===== src/rtl/mac_ofifo.sv =====
// mac_ofifo: output alignment buffer behind mac_array.
// One FIFO per column captures that column's psum on its write strobe;
// a row is released only when every column holds at least one entry.
//
// Parameters:
//   COL   - number of columns (matches mac_array total_K)
//   BW    - psum width per column
//   DEPTH - entries per column FIFO (power of two, >= 2)
//
// Ports:
//   clk      - clock, rising edge
//   reset_n  - asynchronous active-low reset (clears pointers only)
//   in       - column psums, column j at in[BW*j +: BW]
//   wr       - per-column write strobe
//   rd       - row pop request (acts as ready, may be held high)
//   out      - head entry of each column, column j at out[BW*j +: BW]
//   o_valid  - every column non-empty, out is a complete row
//   o_full   - at least one column full
//   o_empty  - every column empty
//   o_err    - sticky error (only when MAC_OFIFO_ERR_EN is defined):
//              dropped write or pop request with no valid row
//
// Optional feature macro: MAC_OFIFO_ERR_EN
module mac_ofifo #(
    parameter int unsigned COL   = 8,
    parameter int unsigned BW    = 22,
    parameter int unsigned DEPTH = 16
) (
    input  logic              clk,
    input  logic              reset_n,
    input  logic [BW*COL-1:0] in,
    input  logic [COL-1:0]    wr,
    input  logic              rd,
    output logic [BW*COL-1:0] out,
    output logic              o_valid,
    output logic              o_full,
    output logic              o_empty
`ifdef MAC_OFIFO_ERR_EN
    ,
    output logic              o_err
`endif
);

    localparam int unsigned AW = $clog2(DEPTH);
    localparam int unsigned PW = AW + 1;

    logic [BW-1:0] mem_q  [COL][DEPTH];
    logic [PW-1:0] wptr_q [COL];
    logic [PW-1:0] wptr_d [COL];
    logic [PW-1:0] rptr_q;
    logic [PW-1:0] rptr_d;

    logic [COL-1:0] col_empty;
    logic [COL-1:0] col_full;
    logic [COL-1:0] wr_ok;
    logic           pop;

    // Per-column status decoded from registered pointers only.
    // All columns share one read pointer since pops are row-wide.
    always_comb begin
        col_empty = '0;
        col_full  = '0;
        for (int j = 0; j < int'(COL); j++) begin
            col_empty[j] = (wptr_q[j] == rptr_q);
            col_full[j]  = (wptr_q[j] == {~rptr_q[AW], rptr_q[AW-1:0]});
        end
    end

    assign o_valid = ~|col_empty;
    assign o_empty = &col_empty;
    assign o_full  = |col_full;

    assign pop = rd & o_valid;

    // A full column still accepts a write when the row pop frees its head slot.
    always_comb begin
        wr_ok  = '0;
        rptr_d = rptr_q + PW'(pop);
        for (int j = 0; j < int'(COL); j++) begin
            wr_ok[j]  = wr[j] & (~col_full[j] | pop);
            wptr_d[j] = wptr_q[j] + PW'(wr_ok[j]);
        end
    end

    // Pointer registers.
    always_ff @(posedge clk or negedge reset_n) begin
        if (!reset_n) begin
            rptr_q <= '0;
            for (int j = 0; j < int'(COL); j++) begin
                wptr_q[j] <= '0;
            end
        end else begin
            rptr_q <= rptr_d;
            for (int j = 0; j < int'(COL); j++) begin
                wptr_q[j] <= wptr_d[j];
            end
        end
    end

    // Storage array, intentionally not reset.
    always_ff @(posedge clk) begin
        for (int j = 0; j < int'(COL); j++) begin
            if (wr_ok[j]) begin
                mem_q[j][wptr_q[j][AW-1:0]] <= in[BW*j +: BW];
            end
        end
    end

    // First-word fall-through read of each column head.
    always_comb begin
        out = '0;
        for (int j = 0; j < int'(COL); j++) begin
            out[BW*j +: BW] = mem_q[j][rptr_q[AW-1:0]];
        end
    end

`ifdef MAC_OFIFO_ERR_EN
    logic err_q;
    logic err_d;

    // Sticky flag: dropped write on a full column, or pop with no valid row.
    always_comb begin
        err_d = err_q;
        if ((|(wr & col_full) && !pop) || (rd && !o_valid)) begin
            err_d = 1'b1;
        end
    end

    always_ff @(posedge clk or negedge reset_n) begin
        if (!reset_n) begin
            err_q <= 1'b0;
        end else begin
            err_q <= err_d;
        end
    end

    assign o_err = err_q;
`endif

endmodule

===== config.mk =====
export PLATFORM = sky130hd
export DESIGN_NAME = mac_ofifo
export DESIGN_NICKNAME = d
export VERILOG_FILES = /design/src/rtl/mac_ofifo.sv
export SDC_FILE = /design/constraint.sdc
export NUM_CORES = 2
export LEC_CHECK = 0
export ABC_AREA = 1
export CAP_MARGIN = 0
export CORE_MARGIN = 2
export CORE_UTILIZATION = 35
export CTS_BUF_LIST = sky130_fd_sc_hd__clkbuf_4
export DETAILED_ROUTE_END_ITERATION = 7
export DONT_BUFFER_PORTS = 1
export RECOVER_POWER = 100
export SYNTH_ARGS = -nofsm -noshare
export SYNTH_HDL_FRONTEND = slang
export SYNTH_SLANG_ARGS = --single-unit

===== constraint.sdc =====
create_clock -name clk -period 2.7 [get_ports clk]
set_input_delay 0.54 -clock clk [delete_from_list [all_inputs] [get_ports clk]]
set_output_delay 0.54 -clock clk [all_outputs]
set_load 0.02 [all_outputs]

=== Word level (Yosys, flattened, before mapping) ===
Memory sizes are Yosys's and may differ from the RTL's.
Cells that the tools add are included.

* Bits in registers: 45
* Bits in latches: 0
* Memory bits (writable): 2816
* Bits in read-only memories: 0
* Input port bits: 187
* Output and inout port bits: 179
* Word-level logic and storage cells: 155
* Memories: 1

{| class="wikitable"
|+ Memories
! name !! depth !! bits a word !! rd ports !! clocked after Yosys merged registers in !! write ports !! line !! RTL
|-
| mem_q || 8 || 352 || 8 || 0 || 8 || 47 || <nowiki>logic [BW-1:0] mem_q [COL][DEPTH];</nowiki>
|}

* $add $sub $neg: 9
* $mul: 0
* Div/mod/pow operators: 0
* Order comparisons: 17
* Eq/ne operators: 16
* Shift operators: 0
* Mux-type cells: 56
* Bitwise logic cells: 35
* Reductions and logical operators: 12

{| class="wikitable"
|+ Operators with widths
! kind !! number
|-
| $mux W352 || 8
|-
| $bmux W22 S4 || 8
|-
| $demux W22 S4 || 8
|-
| $mux W22 || 24
|-
| $eq A5 B5 Y1 || 16
|-
| $add A5 B1 Y5 || 9
|-
| $ge A5 B5 Y1 const B || 9
|-
| $not A4 Y5 || 9
|-
| $lt A5 B1 Y1 const B || 8
|-
| $reduce_or A8 Y1 || 2
|-
| $and A1 B1 Y1 || 9
|-
| $not A1 Y1 || 9
|-
| $logic_and A1 B1 Y1 || 8
|-
| $mux W1 || 8
|-
| $or A1 B1 Y1 || 8
|-
| $reduce_and A8 Y1 || 1
|-
| $logic_not A1 Y1 || 1
|}

=== Logic depth before layout (Yosys ltp) ===
* Word-level depth: 8
* Gate-level depth with buffers: 18
* Mapped depth without buffers: 15

=== Least setup slack after synthesis ===
Ideal clock, no wire load.

* Path type: reg-to-reg
* From: register rptr_q[2]
* To: memory mem_q[0][1056] (netlist bit), enable pin
* Library setup time: 401 ps
* Arrival: 2360 ps
* Data required time: 2299 ps
* Slack: -61 ps
* Stages on the path, launching flop included: 14
* Path buffers: 2
* Period minus slack after synthesis: 2761 ps
* Cells stage by stage: dfrtp_1 -> buf_6 -> inv_2 -> buf_6 -> nand2_2 -> nand2_1 -> nor2_1 -> nand3_1 -> nand2_1 -> nor2_4 -> nand3_4 -> nand2_2 -> nand2_4 -> nor2_1

{| class="wikitable"
|+ RTL lines
! element !! line !! RTL
|-
| start: declaration || 50 || <nowiki>logic [PW-1:0] rptr_q;</nowiki>
|-
| start signal: assignment || 93 || <nowiki>rptr_q <= rptr_d;</nowiki>
|-
| end: declaration || 47 ||
|}

=== Final worst setup path ===
* From: register rptr_q[0]
* To: output out[146]

* Word-level cells in the longest chain between the ends: 4

{| class="wikitable"
|+ RTL lines
! element !! line !! RTL
|-
| $not A4 Y5 (not written as such) || 113 || <nowiki>out[BW*j +: BW] = mem_q[j][rptr_q[AW-1:0]];</nowiki>
|-
| $bmux W22 S4 || 113 ||
|-
| $mux W22 (not written as such) (2 in series) || 113 ||
|-
| end: declaration || 34 || <nowiki>output logic [BW*COL-1:0] out,</nowiki>
|}

Every way passes these cells. The select of a mux whose other input is x is not followed.

==> flow_summary_export.csv <==
group,metric,value,unit
logic_synthesis,synthMuxAreaShare,0,%
floorplanning,fp.dieH,570,um
floorplanning,coreArea,318000,um^2
clock_network,clkLatencyLatePin,1.60,ns
cells_and_area,final_common_cell,"edfxtp_1",
run_status,violations,"capacitance limit, slew limit, setup timing",
sta,hold_viol,0,
logic_synthesis,seq_area_frac_synth,76.4,%
routing,dr_wl_met3,31700,um
routing,wl_met1,140000,um
sta,clock.fmax,228,MHz
clock_network,ctsHtreeMaxLevel,6,
grt,gr-total-overflow,0,
floorplanning,num_rows,207,
grt,grt_pass1_wl,499000,um
logic_synthesis,ys_ff_latch,2861,
cells_and_area,nNetsFinal,9882,
place,place_congestion,0.775,
sta,min_period,4.38,ns
clock_network,clock-root-buffer,"clkbuf_4",
cells_and_area,drive_gt1_share,24.9,%
power,internal_power,0.103,W
logic_synthesis,synth-compound-area-share,11.3,%
logic_synthesis,synth_fp_nets,8484,
sta,maxSlewHeadroom,-4.40,%
power,ir_drop,0.00115,V
power,seqPwrFrac,32.4,%
cells_and_area,area_growth,28.8,%
clock_network,clk_pin_slew,0.06,ns
power,p_leak,48.7,nW
sta,setup_tns,-1772.53,ns
hold_path,hold_class,"in -> reg",
cells_and_area,fin_cells,14400,
power,sw_frac_of_total,39.6,%
routing,viasPerCell,5.45,
clock_network,cts_tree,"yes",
routing,dr.pass1.iters,6,
grt,grt_usage,20.3,%
logic_synthesis,synth_fa_ha_area_share,0.201,%
setup_path,cp-start-kind,"flop",
logic_synthesis,syn_avg_cell_area,13.5,um^2
grt,grt_pass1_vias,77600,
sta,report.final.slew_viol_count,46,
floorplanning,die_w,570,um
setup_path,critPathKind,"reg -> out",
logic_synthesis,synth_xor_area_share,0.336,%
clock_network,clkSinkCount,2861,
routing,dr_total_vias,78400,
power,clockPowerShare,21.4,%
routing,top_layer,"met5",
setup_path,crit_arrival,3.84,ns
sta,timing_worst_slew_pin_value,1.57,ns
place,dp_cells,12500,
logic_synthesis,synthCells,8279,
floorplanning,io_pins,366,
run_status,status,"finished, violations left",
grt,grt_antenna_before_repair,17,
clock_network,cts_inserted_buffers,732,
logic_synthesis,syn_area,112000,um^2
logic_synthesis,yosys.area_share.simple,9.35,%
sta,setup_violations,3039,
power,power,0.170,W
routing,ant_nets,0,
clock_network,cts_buffer_depth,4,
floorplanning,die_area,325000,um^2
logic_synthesis,synth_warnings,0,
routing,met2_length,171000,um
routing,drc,0,
logic_synthesis,synth.distinct_cells,30,
cells_and_area,final_cell_mix,"edfxtp_1, nor2_1, o21ai_0, clkbuf_4, nand2_1",
routing,avgRoutedWirePerCell,24.5,um
routing,drt_iter0_markers,8469,
setup_path,worstSetupEndpointType,"output port",
sta,rsz0062_at_grt,"true",
power,cellPowerDensity,1180,nW/um^2
sta,finalCritPeriodShare,162,%
sta,setup_slack,-1.68,ns
logic_synthesis,synth_top_family_by_area,"compound AO/OA/AOI/OAI gates",
place,place_ws,-0.570,ns
grt,grt_max_degree,97,
flow_run,max_cap_violations,1,
setup_path,cp_max_fo,38,
place,dp_hpwl,178000,um
power,p_comb_share,46.2,%
floorplanning,initial_core_util,35.2,%
setup_path,cp_data_required_time,2.16,ns
routing,wl,353000,um
place,port_buffers,0,
power,p_sw,0.0673,W
sta,fin_skew,0.205,ns
[Yosys cell counts (all sizes together)]
master	n	share of area (%)
and2	1	0.0056
buf	131	0.69
clkbuf	457	1.5
clkinv	1	0.0033
dfrtp	45	1.0
edfxtp	2816	75
ha	18	0.20
inv	62	0.21
nand2	608	2.1
nand3	308	1.4
nor2	1611	5.8
nor4	4	0.022
o211ai	62	0.42
o21ai	1408	6.3
o221ai	290	2.3
o22ai	414	2.3
xnor2	17	0.13
xor2	26	0.20
[path summary, 6_finish.rpt]
check	from	end	slack, ns	depth (start not counted)
setup / recovery	rptr_q[0]$_DFF_PN0_	out[146]	-1.68	9
hold / removal	wr[4]	mem_q[1][159]$_DFFE_PP_	0.30	3
setup reg to reg	rptr_q[0]$_DFF_PN0_	mem_q[1][211]$_DFFE_PP_	-0.94	15
hold reg to reg	wptr_q[39]$_DFF_PN0_	wptr_q[39]$_DFF_PN0_	0.53	1
max in group asynchronous	reset_n	rptr_q[2]$_DFF_PN0_	0.55	4
min in group asynchronous	reset_n	rptr_q[0]$_DFF_PN0_	0.96	4
[worst max-delay path: stages, from the launching register on]
cell and delay, ns:
dfrtp_4 0.45, buf_4 0.22, buf_16 0.21, buf_12 0.13, buf_16 0.22, o21ai_0 0.16
o221ai_1 0.30, o211ai_1 0.19, nand3_1 0.18, buf_6 0.13
[sequential cells by signal, indices dropped and copies added, names as in the netlist]
signal,count
mem_q,2816
wptr_q,40
rptr_q,5
[area by class of cell]
class | count | area (um^2)
fill | 27800 | 174000
sequential | 2861 | 85700
multi-input combinational | 4767 | 26000
timing repair buffer | 1251 | 18100
clock buffer | 1012 | 7600
tap | 4180 | 5230
clock inverter | 233 | 1500
inverter | 63 | 305
antenna | 21 | 52.6
timing repair inverter | 1 | 16.3
[power groups by stage]
stage / registers [W] / clock network, W / logic, W
global route: 0.0554 / 0.0396 / 0.0831
detailed placement: 0.0560 / 0 / 0.0592
global placement: 0.0559 / 0 / 0.0584
CTS: 0.0551 / 0.0372 / 0.0724
finish: 0.0551 / 0.0364 / 0.0786
floorplan: 0.0555 / 0 / 0.0325
[metal layers]
| layer | vias up | track usage, % |
|---|---|---|
| li1 | 34400 | - |
| met4 | 8 | 6.33 |
| met2 | 4070 | 33.6 |
| met5 | - | 0 |
| met1 | 39300 | 27.2 |
| met3 | 643 | 3.67 |
[stage by stage]
stage               util (%)  hold WS (ns)  cell area [um^2]
finish                  45.4         0.299            144000
detailed placement      38.7         0.264            123000
global placement        38.7         0.265            123000
global route            45.4        0.0845            144000
CTS                     44.4        0.0315            141000
floorplan                  -         0.244            112000
[cells by family after synthesis]
logic type / after synthesis
and+or+nand+nor: 2532
DFF: 2861
xor gates and xnor gates: 43
AOI/OAI and AO/OA: 2174
buffers and inverters: 651
adders and majority gates: 18
[timing repair]
item                       in CTS  in global routing
hold endpoints to repair     5722                  0
gates cloned                   95                 58
hold buffers                  373                  0
setup buffers                  54                 52
setup endpoints to repair    3008               3030
gates resized for setup       546                454
pin swaps                     122                178
No activity file was read; power rests on OpenSTA's default activity.
